===== src/rtl/aluout_pkg.sv =====
// Shared field layout of the packed ALU display word (A in the upper nibble, ~B in the lower).
// The transmit-side packer and this receiver both import it.
package aluout_pkg;

  localparam int unsigned WORD_W = 8;
  localparam int unsigned NIB_W  = 4;
  localparam int unsigned A_HI   = 7;
  localparam int unsigned A_LO   = 4;
  localparam int unsigned NB_HI  = 3;
  localparam int unsigned NB_LO  = 0;

  typedef struct packed {
    logic [NIB_W-1:0] a;
    logic [NIB_W-1:0] nb;
  } alu_word_t;

  function automatic logic [NIB_W-1:0] unpack_b(input logic [WORD_W-1:0] word);
    return ~word[NB_HI:NB_LO];
  endfunction

  function automatic logic [WORD_W-1:0] pack_word(input logic [NIB_W-1:0] a,
                                                  input logic [NIB_W-1:0] b);
    return {a, ~b};
  endfunction

endpackage


===== src/rtl/aluout_unpack_word_fifo.sv =====
// Small ready/valid FIFO: storage, wrap-around pointers and occupancy-derived flags.
// Handshake outputs depend only on registered occupancy (no same-cycle pass-through).
module word_fifo #(
  parameter int unsigned WIDTH = 8,
  parameter int unsigned DEPTH = 2
) (
  input  logic             Clock,
  input  logic             Resetn,
  input  logic [WIDTH-1:0] wr_data,
  input  logic             wr_valid,
  output logic             wr_ready,
  output logic [WIDTH-1:0] rd_data,
  output logic             rd_valid,
  input  logic             rd_ready,
  output logic             full,
  output logic             empty
);

  localparam int unsigned PTR_W = (DEPTH > 1) ? $clog2(DEPTH) : 1;
  localparam int unsigned OCC_W = PTR_W + 1;

  logic [WIDTH-1:0] mem_q [DEPTH];
  logic [PTR_W-1:0] wr_ptr_q, wr_ptr_d;
  logic [PTR_W-1:0] rd_ptr_q, rd_ptr_d;
  logic [OCC_W-1:0] occ_q, occ_d;
  logic             push, pop;

  always_comb begin
    full     = (occ_q == OCC_W'(DEPTH));
    empty    = (occ_q == OCC_W'(0));
    wr_ready = !full;
    rd_valid = !empty;
    rd_data  = mem_q[rd_ptr_q];
  end

  // Pointer and occupancy update; DEPTH is a power of two so pointers wrap naturally.
  always_comb begin
    push     = wr_valid && wr_ready;
    pop      = rd_valid && rd_ready;
    wr_ptr_d = wr_ptr_q;
    rd_ptr_d = rd_ptr_q;
    occ_d    = occ_q;
    if (push) wr_ptr_d = wr_ptr_q + PTR_W'(1);
    if (pop)  rd_ptr_d = rd_ptr_q + PTR_W'(1);
    if (push && !pop)      occ_d = occ_q + OCC_W'(1);
    else if (pop && !push) occ_d = occ_q - OCC_W'(1);
  end

  always_ff @(posedge Clock or negedge Resetn) begin
    if (!Resetn) begin
      wr_ptr_q <= '0;
      rd_ptr_q <= '0;
      occ_q    <= '0;
    end else begin
      wr_ptr_q <= wr_ptr_d;
      rd_ptr_q <= rd_ptr_d;
      occ_q    <= occ_d;
    end
  end

  // Storage is not reset; stale entries are masked by occupancy.
  always_ff @(posedge Clock) begin
    if (push) mem_q[wr_ptr_q] <= wr_data;
  end

endmodule


===== src/rtl/aluout_unpack.sv =====
// Receive side of the packed ALU display word: buffers words, recovers A and B from the head
// entry and counts delivered words.
module aluout_unpack
  import aluout_pkg::*;
#(
  parameter int unsigned DEPTH = 2,
  parameter int unsigned CNT_W = 8
) (
  input  logic              Clock,
  input  logic              Resetn,
  input  logic [7:0]        in_data,
  input  logic              in_valid,
  output logic              in_ready,
  output logic [3:0]        out_a,
  output logic [3:0]        out_b,
  output logic              out_valid,
  input  logic              out_ready,
  output logic [CNT_W-1:0]  word_count,
  output logic              full,
  output logic              empty
);

  logic [WORD_W-1:0] head_word;
  alu_word_t         head;
  logic [CNT_W-1:0]  word_count_q, word_count_d;

  word_fifo #(
    .WIDTH (WORD_W),
    .DEPTH (DEPTH)
  ) u_fifo (
    .Clock    (Clock),
    .Resetn   (Resetn),
    .wr_data  (in_data),
    .wr_valid (in_valid),
    .wr_ready (in_ready),
    .rd_data  (head_word),
    .rd_valid (out_valid),
    .rd_ready (out_ready),
    .full     (full),
    .empty    (empty)
  );

  // Decode the head entry; force zero when empty so stale storage never shows.
  always_comb begin
    head  = alu_word_t'(head_word);
    out_a = '0;
    out_b = '0;
    if (!empty) begin
      out_a = head.a;
      out_b = unpack_b(head_word);
    end
  end

  always_comb begin
    word_count_d = word_count_q;
    if (out_valid && out_ready) word_count_d = word_count_q + CNT_W'(1);
  end

  always_ff @(posedge Clock or negedge Resetn) begin
    if (!Resetn) word_count_q <= '0;
    else         word_count_q <= word_count_d;
  end

  assign word_count = word_count_q;

endmodule

===== config.mk =====
export PLATFORM = sky130hd
export DESIGN_NAME = aluout_unpack
export DESIGN_NICKNAME = d
export VERILOG_FILES = /design/src/rtl/aluout_pkg.sv /design/src/rtl/aluout_unpack_word_fifo.sv /design/src/rtl/aluout_unpack.sv
export SDC_FILE = /design/constraint.sdc
export NUM_CORES = 1
export LEC_CHECK = 0
export ABC_AREA = 1
export CAP_MARGIN = 20
export CORE_MARGIN = 2
export CORE_UTILIZATION = 45
export CTS_BUF_LIST = sky130_fd_sc_hd__clkbuf_8
export CTS_CLUSTER_DIAMETER = 50
export DETAILED_ROUTE_END_ITERATION = 12
export PLACE_DENSITY = 0.86
export SYNTH_ARGS = -nofsm -noshare
export SYNTH_HDL_FRONTEND = slang
export SYNTH_SLANG_ARGS = --single-unit
export TNS_END_PERCENT = 100

===== constraint.sdc =====
create_clock -name Clock -period 3.8 [get_ports Clock]
set_clock_uncertainty 0.2 [all_clocks]
set_input_delay 0.38 -clock Clock [delete_from_list [all_inputs] [get_ports Clock]]
set_output_delay 0.38 -clock Clock [all_outputs]
set_load 0.02 [all_outputs]

==> flow_summary.ini, run 1 <==
[synth]
yosysSeqAreaShare_pct = 63.67
synth_area_sq_um = 1226
syn_avg_cell_area_sq_um = 10.22
synth_cell_types = 15
yosys-top-cells-area = edfxtp_1 39%, dfrtp_1 24%, nand2_1 11%
syn_nets = 134
ys_ff_latch = 28
synth_top_area_cell = edfxtp_1
syn_inst = 120
post-synth-top-area-fraction_pct = 39.18
yosysWarnings = 0

[drt]
drc = 0
routed_via_density = 4.798
routedLengthMet1_um = 923
wl_met2_mm = 1.083
firstDrtPassIters = 4
via_count = 878
postRouteWirelength_mm = 2.121
first_iter_violations = 12
antenna_left = 0
wl_per_cell_um = 11.59
highest_layer = met4
wl_met3_um = 104

[cells_and_area]
final_cells = 183
multiInputGateArea_sq_um = 357.8
num-fill-cells = 213
final_cell_mix = 35 x nand2_1, 31 x clkdlybuf4s50_1, 19 x inv_1, 16 x edfxtp_1, 12 x dfrtp_1
diodes = 0
area.sequential_sq_um = 780.7
syn_to_final_growth_pct = 31.53
layout_commonest_cell = nand2_1
drive_gt1_share_pct = 4.575
final_nets = 168
design_area_sq_um = 1613

[critical_path]
critPathKind = flop to output port
timing.critical_path.cells = inv_1 -> nand2_1 -> a21oi_1 -> clkdlybuf4s50_1
worstReg2RegEnd = u_fifo.occ_q[1]$_DFFE_PN0P_
crit_slowest_cell = clkdlybuf4s50_1
cp.arrival_ns = 1.85
r2r-start = u_fifo.occ_q[0]$_DFFE_PN0P_
required_ns = 3.22
max_stage_delay_ns = 0.63
setup.worst_path.start = u_fifo.rd_ptr_q$_DFFE_PN0P_
rr_worst_depth = 7
r2r_setup_slack_ns = 1.87
end_kind = output port
crit_fanout = 10
start_kind = flop

[placed_design]
dp_cells = 179
port_buffers = 31
place_worst_setup_slack_ns = 1.499
place_congestion = 0.7920
hpwl_mm = 1.670
dpl-instance-area_sq_um = 1558

[grt]
grt_pass1_wl_mm = 3.387
grt-ovfl-total = 0
grt_use_total_pct = 13.55
grt_max_degree = 16
grt_pass1_vias = 830
antenna_found_initial = 0

[sta]
rsz0062_at_grt = no
min_period_ns = 2.425
fmax_ghz = 0.4124
max-slew-margin-rel_pct = 55.11
period_share_pct = 63.82
hold_viol_final = 0
tns_ns = 0
fin_ws_ns = 1.375
setup_viol = 0
slew_violations = 0
tightest_slew_ns = 0.6709

[clock_network]
cts.sinks = 28
cts_max_path_buffers = 2
clock-root-buffer = clkbuf_8
cts.clk_slew.worst_paths_ns = 0.09
ctsResizeCount = 0
cts_buffers = 3
cts_tree = done
post_cts_buffers = 0
postCtsHoldBufs = 0
clock_latency_ns = 0.26
htreeDepth = 1

[power_and_ir_drop]
p_sw_uw = 567.5
ir_drop_v = 0.0005009
powerDensity_nw_per_um2 = 871.0
p_comb_share_pct = 50.8
p_int_uw = 837.1
power.share.clock_pct = 12.3
swShare_pct = 40.40
p_leak_nw = 0.7122
power_frac_seq_pct = 36.9

[die]
dieArea_sq_um = 3158
rows = 18
die_h_um = 56.20
io_pins = 32
fp.dieW_um = 56.20
core_area_sq_um = 2522
initial_core_util_pct = 48.61

[run]
max_cap_violations = 0

[status]
outcome = completed

[hold_path]
hp-class = input pin to asynchronous set/reset pin
[synth_stat cells (all sizes together)]
cell    count
nor2       12
dfrtp      12
nand3       3
xnor2       2
buf         2
inv        19
edfxtp     16
nand2      36
xor2        5
a21oi       8
nand4       3
ha          2
[worst max-delay path by stage]
stage | to | slack, ns | cells after the start
final | out_a[0] | 1.37 | 4
after global routing | out_a[0] | 1.28 | 4
after CTS | out_a[0] | 1.36 | 4
after detailed placement | u_fifo.occ_q[1]$_DFFE_PN0P_ | 1.50 | 8
after global placement | u_fifo.occ_q[1]$_DFFE_PN0P_ | 1.61 | 8
after floorplan | u_fifo.occ_q[1]$_DFFE_PN0P_ | 1.73 | 8
[cell type report]
class | count | share of cell area [%]
repair buffers | 31 | 19.24
clock buffers | 4 | 3.413
multi-input cells | 71 | 22.19
well taps | 30 | 2.327
inverters | 19 | 4.422
flip-flops and latches | 28 | 48.41
[state kept, by name, summed over array words and instances (netlist names)]
register         flops
u_fifo.mem_q        16
u_fifo.occ_q         2
u_fifo.rd_ptr_q      1
u_fifo.wr_ptr_q      1
word_count           8
[per-layer routing]
| metal | vias to the layer above | global-route usage (%) |
|---|---|---|
| met2 | 31 | 24.71 |
| li1 | 442 | - |
| met4 | 0 | 4.422 |
| met5 | - | 0 |
| met3 | 2 | 2.093 |
| met1 | 403 | 16.18 |
[worst max-delay path: cells and delay by family, from the launching register on]
kind	cells	cell delay (ns)
flops	1	0.50
buf+inv	2	0.86
compound gates	1	0.14
simple gates	1	0.08
[logic make-up after synthesis]
group,share of synthesized area [%]
compound gates,3.265
xor+xnor,5.000
fa+ha+maj,2.040
buf+inv,7.143
flops,63.67
simple gates,18.88
[power by group through the flow]
stage | Clock (mW) | Sequential [mW] | Combinational (mW)
global route | 0.188 | 0.533 | 0.771
finish | 0.173 | 0.518 | 0.714
CTS | 0.173 | 0.518 | 0.719
global placement | 0 | 0.520 | 0.691
floorplan | 0 | 0.546 | 0.389
detailed placement | 0 | 0.523 | 0.716
[stage by stage]
stage                     hold WS, ns  total power, mW  util [%]
final                          0.2545            1.405     63.94
after global routing           0.2964            1.492     63.94
after CTS                      0.2714            1.410     63.94
after detailed placement       0.3231            1.239     61.76
after global placement         0.3067            1.211     61.76
after floorplan               -0.1156           0.9350         -
No activity file was read; power rests on OpenSTA's default activity.
==> inputs of run 2 (changes only) <==
==> constraint.sdc (replaced) <==
create_clock -name Clock -period 2.4 [get_ports Clock]
set_clock_uncertainty 0.2 [all_clocks]
set_input_delay 0.24 -clock Clock [delete_from_list [all_inputs] [get_ports Clock]]
set_output_delay 0.24 -clock Clock [all_outputs]
set_load 0.02 [all_outputs]
==> run 2 against run 1 <==
  * Non-clock buffer count rose by 3
  * First-iteration DRC count rose by 25%
  * Final cell count is 1.6% higher
  * Hold slack worse by 0.14 ns
  * Sequential share of layout area fell by 1.1 points
  * Sequential power rose by 58%
  * Clock power increased by 100%
  * Design area is 2.4% higher
  * Global-route usage rose by 0.34 points
  * Count of clock-buffer cells in the layout down 1
  * Die area is the same
==> flow_summary.ini, run 2 (synthesis gave the netlist of run 1 again) <==
[cells_and_area]
diodes = 0
final_cell_mix = 35 x nand2_1, 31 x clkdlybuf4s50_1, 18 x inv_1, 16 x edfxtp_1, 12 x dfrtp_1
largest_register_ffs = 16
drive_gt1_share_pct = 7.051
syn_to_final_growth_pct = 34.69
final_nets = 171
final_util_pct = 65.48
top_register = u_fifo.mem_q
layout_commonest_cell = nand2_1

[drt]
antenna_left = 0
first_iter_violations = 15
wl_per_cell_um = 11.34
routed_via_density = 4.769
postRouteWirelength_mm = 2.109
drc = 0
firstDrtPassIters = 4
via_count = 887

[critical_path]
setup.worst_path.start = u_fifo.rd_ptr_q$_DFFE_PN0P_
r2r-start = u_fifo.occ_q[0]$_DFFE_PN0P_
r2r_setup_slack_ns = 0.62
crit_fanout = 10
cp_num_buf_inv = 2
max_stage_delay_ns = 0.62
end_kind = output port
start_kind = flop
path_delay_family = buffers and inverters
crit_slowest_cell = clkdlybuf4s50_1
critPathKind = flop to output port
cp.arrival_ns = 1.76
required_ns = 1.96
timing.critical_path.cells = inv_2 -> nand2_1 -> a21oi_1 -> clkdlybuf4s50_1

[clock_network]
cts_max_path_buffers = 2
cts_buffers = 3
ctsResizeCount = 0
post_cts_buffers = 0
htreeDepth = 1
clock_latency_ns = 0.26
cts_tree = done
postCtsHoldBufs = 0
cts.sinks = 28
clock-root-buffer = clkbuf_8
cts.clk_slew.worst_paths_ns = 0.09

[die]
dieArea_sq_um = 3158
die_h_um = 56.20
rows = 18
initial_core_util_pct = 48.61
core_area_sq_um = 2522
fp.dieW_um = 56.20
io_pins = 32

[power_and_ir_drop]
powerDensity_nw_per_um2 = 1403
p_leak_nw = 0.7334
ir_drop_v = 0.0008481

[grt]
grt_use_total_pct = 13.88
grt_max_degree = 17
grt_pass1_vias = 839
grt_pass1_wl_mm = 3.532
antenna_found_initial = 0
grt-ovfl-total = 0

[placed_design]
hpwl_mm = 1.664
place_congestion = 0.8701
port_buffers = 31

[sta]
period_share_pct = 91.71
hold_viol_final = 0
rsz0062_at_grt = no
hold_ws_ns = 0.1176
tns_ns = 0
slew_violations = 0
min_period_ns = 2.201
tightest_slew_ns = 0.5353
fmax_ghz = 0.4543
max-slew-margin-rel_pct = 64.20
setup_viol = 0

[hold_path]
hp-class = input pin to asynchronous set/reset pin

[status]
outcome = completed

[run]
max_cap_violations = 0
## run 2: cell types whose count changed in the layout (fill, tap and decap cells not counted)
cell       previous run  this run
inv_1                19        18
buf_4                 0         3
bufinv_16             0         1
clkbuf_8              4         3
inv_2                 0         1
## run 2: metal layers
layer,wire length (um),track usage (%)
met1,865,17.38
met4,0,3.061
met5,0,0
met2,1110,25.21
met3,134,2.093
## run 2: layout make-up
type	count	area, sq um
flip-flops and latches	28	780.7
well taps	30	37.54
fillers	219	870.8
multi-input cells	71	357.8
clock inverters	1	30.03
repair buffers	34	332.8
inverters	19	71.32
clock buffers	3	41.29
## run 2: worst register-to-register path: stages, from the launching register on
cell and delay, ns:
dfrtp_1 0.45, nor2_1 0.16, inv_1 0.07, nand2_1 0.09, inv_1 0.07, ha_1 0.30, nor2_1 0.12, nand2_1 0.07
xor2_1 0.14
## run 2: final timing paths
path	end	cells after the start
max in group asynchronous	u_fifo.wr_ptr_q$_DFFE_PN0P_	1
worst max register to register	u_fifo.occ_q[1]$_DFFE_PN0P_	8
worst min-delay path	word_count[5]$_DFFE_PN0P_	1
worst max-delay path	out_a[3]	4
min in group Clock	word_count[4]$_DFFE_PN0P_	1
worst min register to register	word_count[4]$_DFFE_PN0P_	1
## run 2: per-stage QoR
step	power, mW	cells	setup WS, ns	instance area (sq um)
after floorplan	1.480	120	0.3309	1226
after global placement	1.938	182	0.5099	1580
after detailed placement	1.976	182	0.4412	1580
after CTS	2.341	186	0.1248	1652
after global routing	2.471	186	0.07279	1652
final	2.317	186	0.1990	1652
## run 2: power by group
| group | leakage (nW) | switching, mW | total [mW] | internal [mW] |
|---|---|---|---|---|
| Combinational | 0.414 | 0.630 | 1.15 | 0.515 |
| Sequential | 0.284 | 0.136 | 0.819 | 0.683 |
| Clock | 0.0357 | 0.129 | 0.352 | 0.223 |
==> RTL change (flow settings as in run 1) <==
Reset style: synchronous (`Resetn`), changed in 2 clocked blocks.
--- a/src/rtl/aluout_unpack_word_fifo.sv
+++ b/src/rtl/aluout_unpack_word_fifo.sv
@@ -47,5 +47,5 @@
   end
 
-  always_ff @(posedge Clock or negedge Resetn) begin
+  always_ff @(posedge Clock) begin
     if (!Resetn) begin
       wr_ptr_q <= '0;
--- a/src/rtl/aluout_unpack.sv
+++ b/src/rtl/aluout_unpack.sv
@@ -57,5 +57,5 @@
   end
 
-  always_ff @(posedge Clock or negedge Resetn) begin
+  always_ff @(posedge Clock) begin
     if (!Resetn) word_count_q <= '0;
     else         word_count_q <= word_count_d;
Function: differs if Resetn is asserted again (counterexample within 4 cycles, from zero or initial values and one cycle with Resetn low); with Resetn held inactive, the same outputs for 10 cycles.
==> RTL change against run 1 <==
- routed wire length increased by 11%
- design area up 3.4%
- power down 20%
- utilization down 1.9 points
- area after synthesis grew 2.0%
- worst setup slack gained 0.078 ns
- via count grew 13%
- sequential cell count is 1 higher
- die area up 1.9%
- register-to-register slack improved by 0.06 ns
- critical path type unchanged
- largest cell class unchanged
- largest power group unchanged
==> RTL change: results (changes against run 1) <==
* Total Wirelength at 2360 um (+11%)
* Buffers on Ports at 31 (unchanged)
* Clock slew at reported path FFs at 0.06 ns (-0.03 ns)
* Post-synthesis sequential area ratio at 59.2% (-4.5 points)
* Number of distinct library cells after synthesis at 16 (+1)
* Worst Hold Launch: u_fifo.rd_ptr_q$_SDFFE_PN0P_
* VDD IR max at 0.471 mV (-6.0%)
* Largest cells by area after synthesis: edfxtp_1 (38%), dfxtp_1 (21%), nand2_1 (11%), nor2_1 (6.9%), inv_1 (6.3%)
* Clock Latency Late Sink at 0.28 ns (+0.02 ns)
* Global-route wire length before repair at 4000 um (+18%)
* Post-route insts no fill at 211 (+15%)
* Status: complete, no violations
* Pleak at 0.667 nW (-6.4%)
* WP data arrival at 1.77 ns (-0.08 ns)
* CTS max path bufs at 2 (unchanged)
* Dpl hpwl at 1750 um (+4.6%)
* Cell total after placement at 203 (+13%)
* Relative slew slack at 54.5% (-0.63 points)
* Crit-path max FO at 9 (-1)
* Number of global-route vias before repair at 933 (+12%)
* Post-CTS setup buffers at 0 (unchanged)
* 1st-iter DRT viols at 14 (+2)
* Layout cell share with drive strength beyond 1 at 7.22% (+2.6 points)
* All-Layer GR Usage at 17.1% (+3.6 points)
* DRT Pass-1 Iters at 4 (unchanged)
* Synthesized net count at 158 (+18%)
* DR vias at 993 (+13%)
* Cells after Synth at 144 (+20%)
* Commonest cells post-synth: nand2_1 (38), nor2_1 (23), inv_1 (21)
* Placed inst area at 0.00158 mm^2 (+1.5%)
* Gpl congestion at 0.763 (-3.7%)
* Worst min path class: flip-flop to flip-flop
* Ys async rst share at 0% (-43 points)
* Largest net degree at the start of global routing at 14 (-2)
* Setup slack, reg-to-reg at 1.93 ns (+0.06 ns)
* Nets at 193 (+15%)
* Inserted Clock Buffers at 5 (+2)
* Htree depth at 2 (+1)
* FF-to-FF Start: u_fifo.occ_q[0]$_SDFFE_PN0P_
## RTL change: changes by cell type in the layout (fill, tap and decap cells not counted), sizes merged, moves of 2 or more
cell	change
o21ai	+6
dfrtp	-12
clkinv	+2
dfxtp	+13
nand2	+3
a21oi	+5
nand4	-2
nor2	+13
xor2	-5
inv	+3
xnor2	-2
## RTL change: kinds of logic (layout without fill, tap and decap cells)
kind of cell    after synthesis  after routing  share of synthesized area, %
fa+ha+maj                     2              2                          2.00
flops                        29             29                          59.2
buf+inv                      25             61                          8.10
compound gates               19             19                          7.60
simple gates                 69             69                          23.1
## RTL change: worst paths after layout
path                                   to  cells past startpoint
max reg2reg  u_fifo.mem_q[1][7]$_DFFE_PP_                      4
min reg2reg                     flip-flop                      1
max                              out_b[0]                      3
min                             flip-flop                      1
## RTL change: worst reg2reg max path: cells and delay by family, from the launching register on
| kind | cells | cell delay, ns |
|---|---|---|
| buf+inv | 1 | 0.08 |
| flops | 1 | 0.43 |
| simple gates | 3 | 0.80 |
## RTL change: where the power goes
part	switching, mW	total (mW)	internal [mW]
combinational	0.265	0.456	0.191
sequential	0.0368	0.423	0.386
clock	0.114	0.240	0.126
total	0.416	1.12	0.703
## RTL change: metrics by stage
stage,worst slack [ns],hold slack [ns]
finish,1.45,0.255
global route,1.34,0.284
CTS,1.42,0.259
detailed placement,1.56,0.249
global placement,1.66,0.235
floorplan,2.02,0.225
## RTL change: final cells by class
cell class / instances / area, um^2
clock buffer: 5 / 68.8
clock inverter: 3 / 17.5
fill: 232 / 1020
inverter: 22 / 82.6
multi-input combinational: 90 / 409
sequential: 29 / 741
tap: 31 / 38.8
timing repair buffer: 31 / 310
## RTL change: routing by layer
layer | global-route usage [%] | part of all wire [%]
met5 | 0 | 0
met4 | 8.97 | 2.4
met3 | 8.29 | 6.5
met2 | 28.4 | 46
met1 | 17.8 | 45
